$ cat src/rtl/hmmm_controller_mc.sv
// hmmm_controller_mc
//   Multicycle control unit for the HMMM datapath. Fetches the opcode field
//   over a variable-latency memory port with a ready handshake, then
//   sequences each instruction through FETCH / EXEC / MEM and drives the
//   datapath selects. A wait counter converts a memory port that stays
//   not-ready for too long into a sticky FAULT.
//
//   Optional feature macro: HMMM_CTRL_HALT_EN
//     defined   : an all-zero opcode (funct 0000, zero tag) parks the
//                 controller in HALT until reset.
//     undefined : that opcode is a NOP and the HALT state is not built.
//
// Parameters
//   OP_W         opcode field width (>= 4); funct is the top 4 bits
//   MEM_WAIT_MAX longest tolerated run of not-ready cycles, 0 = no timeout
//
// Ports
//   ph1            clock, rising edge
//   reset          asynchronous, active-high; forces every output to 0
//   mem_op_in      opcode field of memory read data
//   mem_ready      memory completes the current request this cycle
//   negative, zero flags for conditional branches
//   instr_op       instruction register
//   mem_req        memory request active
//   mem_write      store request (only with mem_req)
//   adr_src        0 = PC, 1 = data address
//   pc_enable      one-cycle PC update strobe
//   pc_src         00 = PC+1, 01 = branch target, 10 = register
//   ra1_src, two_regs, alu_sub, reg_wload_src   datapath selects
//   reg_write      register-file write strobe
//   reg_write_src  00 = immediate, 01 = read data, 10 = ALU result
//   fault          sticky memory-timeout indication
//   halted         controller stopped (FAULT or HALT)
//
// state    | meaning
// ---------+---------------------------------------------------------
// ST_FETCH | request opcode at PC, load IR on mem_ready
// ST_EXEC  | decode IR: branch / ALU / immediate retire, memory op -> MEM
// ST_MEM   | load/store at data address, retire on mem_ready
// ST_FAULT | memory timeout; everything quiet until reset
// ST_HALT  | HALT instruction executed (macro builds only)

module hmmm_controller_mc #(
    parameter int OP_W         = 7,
    parameter int MEM_WAIT_MAX = 15
) (
    input  logic            ph1,
    input  logic            reset,
    input  logic [OP_W-1:0] mem_op_in,
    input  logic            mem_ready,
    input  logic            negative,
    input  logic            zero,
    output logic [OP_W-1:0] instr_op,
    output logic            mem_req,
    output logic            mem_write,
    output logic            adr_src,
    output logic            pc_enable,
    output logic [1:0]      pc_src,
    output logic            ra1_src,
    output logic            two_regs,
    output logic            alu_sub,
    output logic            reg_wload_src,
    output logic            reg_write,
    output logic [1:0]      reg_write_src,
    output logic            fault,
    output logic            halted
);

    localparam int CNT_W = (MEM_WAIT_MAX > 0) ? $clog2(MEM_WAIT_MAX + 1) : 1;
    localparam logic [CNT_W-1:0] CNT_LIMIT = CNT_W'(MEM_WAIT_MAX);

    typedef enum logic [2:0] {
        ST_FETCH = 3'd0,
        ST_EXEC  = 3'd1,
        ST_MEM   = 3'd2,
`ifdef HMMM_CTRL_HALT_EN
        ST_HALT  = 3'd4,
`endif
        ST_FAULT = 3'd3
    } state_t;

    state_t           state_q, state_d;
    logic [OP_W-1:0]  instr_op_q, instr_op_d;
    logic [CNT_W-1:0] wait_cnt_q, wait_cnt_d;

    logic [3:0] funct;
    logic       br_cond;
    logic       timeout_hit;

    // Internal (ungated) strobes; the output block forces them low in reset.
    logic       req, adr, wr_mem, pce, ra1, rw, flt, hlt;
    logic [1:0] pcs;

    assign funct = instr_op_q[OP_W-1 -: 4];

    always_comb begin
        case (funct[1:0])
            2'b00:   br_cond = zero;
            2'b01:   br_cond = ~zero;
            2'b10:   br_cond = ~negative & ~zero;
            default: br_cond = negative;
        endcase
    end

    assign timeout_hit = (MEM_WAIT_MAX != 0) && (wait_cnt_q == CNT_LIMIT);

    always_comb begin
        state_d    = state_q;
        instr_op_d = instr_op_q;
        req        = 1'b0;
        adr        = 1'b0;
        wr_mem     = 1'b0;
        pce        = 1'b0;
        pcs        = 2'b00;
        ra1        = 1'b0;
        rw         = 1'b0;
        flt        = 1'b0;
        hlt        = 1'b0;

        case (state_q)
            ST_FETCH: begin
                req = 1'b1;
                if (mem_ready) begin
                    instr_op_d = mem_op_in;
                    state_d    = ST_EXEC;
                end
            end
            ST_EXEC: begin
                if (funct[3]) begin
                    ra1 = 1'b1;
                    pce = 1'b1;
                    if (funct[2] | br_cond) begin
                        pcs = (funct[2] & funct[1]) ? 2'b10 : 2'b01;
                    end
                    state_d = ST_FETCH;
                end else if (funct[3:1] == 3'b001) begin
                    state_d = ST_MEM;
`ifdef HMMM_CTRL_HALT_EN
                end else if (instr_op_q == '0) begin
                    state_d = ST_HALT;
`endif
                end else begin
                    rw      = funct[2] | funct[0];
                    pce     = 1'b1;
                    state_d = ST_FETCH;
                end
            end
            ST_MEM: begin
                req    = 1'b1;
                adr    = 1'b1;
                wr_mem = (funct == 4'b0010);
                if (mem_ready) begin
                    rw      = funct[0];
                    pce     = 1'b1;
                    state_d = ST_FETCH;
                end
            end
            ST_FAULT: begin
                flt = 1'b1;
                hlt = 1'b1;
            end
`ifdef HMMM_CTRL_HALT_EN
            ST_HALT: begin
                hlt = 1'b1;
            end
`endif
            default: begin
                state_d = ST_FETCH;
            end
        endcase

        // Timeout overrides whatever the memory state wanted to do.
        if (req && !mem_ready && timeout_hit) begin
            state_d = ST_FAULT;
        end
    end

    // Counter restarts on every state change and every completed request;
    // it saturates rather than wrapping (only reachable with the timeout off).
    always_comb begin
        if ((state_d != state_q) || mem_ready) begin
            wait_cnt_d = '0;
        end else if (req && (wait_cnt_q != '1)) begin
            wait_cnt_d = wait_cnt_q + CNT_W'(1);
        end else begin
            wait_cnt_d = wait_cnt_q;
        end
    end

    always_ff @(posedge ph1 or posedge reset) begin
        if (reset) begin
            state_q    <= ST_FETCH;
            instr_op_q <= '0;
            wait_cnt_q <= '0;
        end else begin
            state_q    <= state_d;
            instr_op_q <= instr_op_d;
            wait_cnt_q <= wait_cnt_d;
        end
    end

    // Everything is held at 0 while reset is high, even though the reset
    // state (FETCH) would otherwise be requesting memory.
    always_comb begin
        instr_op      = instr_op_q;
        mem_req       = 1'b0;
        mem_write     = 1'b0;
        adr_src       = 1'b0;
        pc_enable     = 1'b0;
        pc_src        = 2'b00;
        ra1_src       = 1'b0;
        two_regs      = 1'b0;
        alu_sub       = 1'b0;
        reg_wload_src = 1'b0;
        reg_write     = 1'b0;
        reg_write_src = 2'b00;
        fault         = 1'b0;
        halted        = 1'b0;
        if (!reset) begin
            mem_req       = req;
            mem_write     = wr_mem;
            adr_src       = adr;
            pc_enable     = pce;
            pc_src        = pcs;
            ra1_src       = ra1;
            two_regs      = funct[1];
            alu_sub       = funct[0];
            reg_wload_src = (funct == 4'b0011);
            reg_write     = rw;
            reg_write_src = funct[2] ? 2'b10 : (funct[1] ? 2'b01 : 2'b00);
            fault         = flt;
            halted        = hlt;
        end
    end

endmodule

$ cat config.mk
export PLATFORM = sky130hd
export DESIGN_NAME = hmmm_controller_mc
export DESIGN_NICKNAME = d
export VERILOG_FILES = /design/src/rtl/hmmm_controller_mc.sv
export SDC_FILE = /design/constraint.sdc
export NUM_CORES = 1
export LEC_CHECK = 0
export ABC_AREA = 1
export CAP_MARGIN = 5
export CORE_MARGIN = 2
export CORE_UTILIZATION = 35
export CTS_BUF_LIST = sky130_fd_sc_hd__clkbuf_8
export DETAILED_ROUTE_END_ITERATION = 10
export GPL_ROUTABILITY_DRIVEN = 0
export PLACE_DENSITY = 0.73
export SETUP_SLACK_MARGIN = 0.05
export SYNTH_ARGS = -nofsm -noshare
export SYNTH_HDL_FRONTEND = slang
export SYNTH_SLANG_ARGS = --single-unit
$ cat constraint.sdc
create_clock -name ph1 -period 2.4 [get_ports ph1]
set_input_delay 0.72 -clock ph1 [delete_from_list [all_inputs] [get_ports ph1]]
set_output_delay 0.72 -clock ph1 [all_outputs]
set_load 0.01 [all_outputs]
== Yosys cells after proc, flatten, opt, wreduce, memory -nomap -nowiden ==
Index checks and enable logic that the tools add are counted.
Cells by class
  mux-type cells: 41
  bitwise gates (word level): 6
  reduce and logical (&&, ||, !) cells: 10
  shift-type cells: 0
  add/subtract/negate cells: 1
  eq/ne operators: 11
  magnitude comparators: 0
  multiply operators: 0
  div/mod/pow operators: 0
Operators by type and width (count)
  $mux W1: 23
  $mux W2: 9
  $pmux W3 S4: 1
  $mux W3: 3
  $eq A4 B2 Y1 const B: 2
  $mux W4: 2
  $eq A3 B1 Y1 const B: 2
  $eq A3 B2 Y1 const B: 2
  $add A4 B1 Y4 const B: 1
  $eq A4 B4 Y1 const B: 1
  $ne A4 B4 Y1 const B: 1
  $pmux W1 S2: 2
  $logic_and A1 B1 Y1: 3
  $logic_not A3 Y1: 1
  $ne A3 B3 Y1: 1
  $pmux W1 S3: 1
  $and A1 B1 Y1: 2
  $eq A2 B1 Y1 const B: 1
  $eq A2 B2 Y1 const B: 1
  $logic_not A2 Y1: 1
  $not A1 Y1: 2
  $or A1 B1 Y1: 2
  $reduce_and A2 Y1: 1
  $reduce_bool A2 Y1: 1
  other kinds (3): 3
Word-level totals
  memories kept: 0
  memory bits (writable): 0
  word-level logic and storage cells: 72
  latch bits: 0
  memory bits (read-only): 0
  output and inout port bits: 22
  bits in registers: 14
  bits of input ports: 12

== Longest topological paths before layout ==
  word-level depth: 9
  depth in mapped cells: 7
  gate-level depth less buffers: 7

== Least setup slack after synthesis ==
OpenSTA, ideal clock, no wires.
  path type: input to output
  start: in reset
  end: out reg_write
  path buffers: 1
  data required time: 1.680 ns
  slack: -0.041 ns
  data arrival time: 1.721 ns
  cell stages on the path: 6
  cells stage by stage: buf_2 inv_1 nand3_1 nand2_1 nand2_1 nor2_1
On the way
  word-level cells in the longest chain between the ends: 1
Ends and longest elaborated chain
  from (decl): line 48  | input logic reset,
  $mux W1: line 219  | if (!reset) begin
  to (decl): line 63  | output logic reg_write,
No other way between the ends.

== Worst setup path in the final report ==
  start: in reset
  end: out ra1_src
On the way
  word-level cells in the longest chain between the ends: 1
Ends and longest elaborated chain
  $mux W1: line 219
  to (decl): line 59  | output logic ra1_src,
No other way between the ends.

==> results_dict.tcl <==
set metrics [dict create \
    detail_route.drc_violations 0 \
    clk_pin_slew_ns 0.06 \
    syn-num-nets 141 \
    cts_max_path_buffers 2 \
    drive_gt1_frac 0.237 \
    ir_drop_mv 0.383 \
    hpwl_um 1840 \
    setup_violations 0 \
    finalHoldViolCount 0 \
    instances_no_fill 199 \
    fillers 249 \
    numCtsBuffers 3 \
    final_cell_mix "nand2_1, nor2_1, inv_1, clkdlybuf4s50_1" \
    final_common_cell "nand2_1" \
    core-area_um2 2500 \
    fin_skew_ns 0.00487 \
    critPathMaxStageDelay_ns 0.22 \
    yosysSeqAreaShare 0.377 \
    synthCells 128 \
    insertion_delay_ns 0.24 \
    hold_depth 2 \
    cap_violations 0 \
    timing.fmax_mhz 441 \
    antenna_found_initial 0 \
    cp_cell_sequence "clkdlybuf4s15_2 -> clkinvlp_4 -> buf_4 -> nand3_1 -> inv_1 -> clkdlybuf4s15_1" \
    grt_max_degree 13 \
    timing_worst_setup_path_type "in2out" \
    nets 183 \
    htree_num_levels 1 \
    hp-start "instr_op[2]" \
    p_total_uw 723 \
    cp_max_fo 4 \
    p_per_area_nw_per_um2 532 \
    start_util 0.371 \
    maxSlewViolCount 0 \
    r2r.worst_path.cells 5 \
    cts.sinks 14 \
    synthesis.area_um2 928 \
    rsz0062_at_grt "no" \
    num_vias 940 \
    io_buffers 33 \
    initialDrtViolationCount 18 \
    wl_per_cell_um 11.4 \
    startpoint_type "primary input" \
    viasPerCell 4.72 \
    antenna_left 0 \
    diodes 0 \
    placed_cells 192 \
    hp-class "reg2reg" \
    cts_tree "built" \
    outcome "complete, no violations" \
    r2r-start "wait_cnt_q[0]" \
    cts-root-buf "clkbuf_8" \
    crit_path_top_delay_cell "clkdlybuf4s15_1" \
    worst_slack_ns 0.132 \
    track_usage 0.157 \
    min_to "instr_op[2]" \
    rows 18 \
    p_leak_uw 0.000704 \
    die_h_um 55.5 \
    dr.pass1.iters 4 \
    ys.warnings.count 0 \
    grt_pass1_vias 954 \
    syn_avg_cell_area_um2 7.25 \
    cp.arrival_ns 1.55 \
    cp.required_ns 1.68 \
    place_area_um2 1300 \
    r2r_end "wait_cnt_q[2]" \
    wirelength_um 2270 \
    io-pin-count 34 \
    grt_pass1_wl_um 3970 \
    reg2reg_slack_ns 1.14 \
    crit_path_start "reset" \
    ys_ff_latch 14 \
    worst_setup_path_end_kind "primary output" \
    dieWidth_um 55.5 \
    ys_types 23 \
    fp.dieArea_um2 3080 \
    grt_overflow 0 \
    post-route-period-util 0.945 \
    place_ws_ns -0.535 \
    layout-area-overhead-vs-synth_pct 46.4 \
    post-route-min-period_ns 2.27 \
    design_area_um2 1360 \
]
[Yosys cell counts (all sizes together)]
cell type | instances | area share
inv | 18 | 0.075
o21ai | 7 | 0.054
dfrtp | 14 | 0.38
nor3 | 3 | 0.016
nand2 | 42 | 0.19
nand4 | 3 | 0.020
o211ai | 1 | 0.0081
nor2 | 20 | 0.10
conb | 1 | 0.0040
buf | 4 | 0.040
a21o | 1 | 0.0081
a21oi | 1 | 0.0054
nand3 | 12 | 0.084
ha | 1 | 0.013
[critical path: cells and delay by family]
family / cells / cell delay, ns
and+or+nand+nor: 1 / 0.09
buffers and inverters: 5 / 0.73
[area by class of cell]
cell class / instances / area, µm² / share of cell area
inverters: 18 / 73.8 / 0.0543
multi-input cells: 92 / 479 / 0.353
clock buffers: 4 / 55.1 / 0.0405
well taps: 30 / 37.5 / 0.0276
flip-flops and latches: 14 / 352 / 0.259
repair buffers: 41 / 362 / 0.266
[flip-flops by register name (all words and copies together) (netlist names)]
name,flops
wait_cnt_q,4
state_q,3
instr_op,7
[power breakdown]
part | switching [µW] | internal, µW
registers | 28.2 | 260
clock network | 80.0 | 145
logic | 108 | 102
total | 216 | 507
[metal layers]
metal / track usage / part of all wire
met1: 0.174 / 0.39
met2: 0.293 / 0.55
met3: 0.0375 / 0.052
met4: 0.0488 / 0.0040
met5: 0 / 0
[how the worst max path moves through the flow]
stage / slack (ns) / end
after floorplan: 0.12 / reg_write
after global placement: -0.50 / reg_write
after detailed placement: -0.54 / pc_src[1]
after CTS: 0.04 / pc_src[1]
after global routing: 0.05 / reg_write
final: 0.13 / ra1_src
[what timing repair did]
item                       CTS  global route
setup endpoints to repair   15             4
hold buffers                 0             0
cloned                       0             0
pin swaps                    1             3
gates resized for setup     32             4
buffers inserted             1             2
[stage by stage]
step	hold slack, ns	setup TNS [ns]	util
after global routing	0.534	0	0.544
after detailed placement	0.480	-6.26	0.520
after global placement	0.484	-6.15	0.520
final	0.501	0	0.544
after CTS	0.508	0	0.538
after floorplan	0.529	0	-
[cell families (layout without fill, tap and decap cells)]
group,count (synthesis),count (layout),synth area share
and+or+nand+nor,80,80,0.414
buffers and inverters,22,63,0.116
DFF,14,14,0.377
AOI/OAI and AO/OA,10,10,0.0755
adders and majority gates,1,1,0.0135
other,1,1,0.00404
Note: power is estimated with default switching activity, not from simulation.
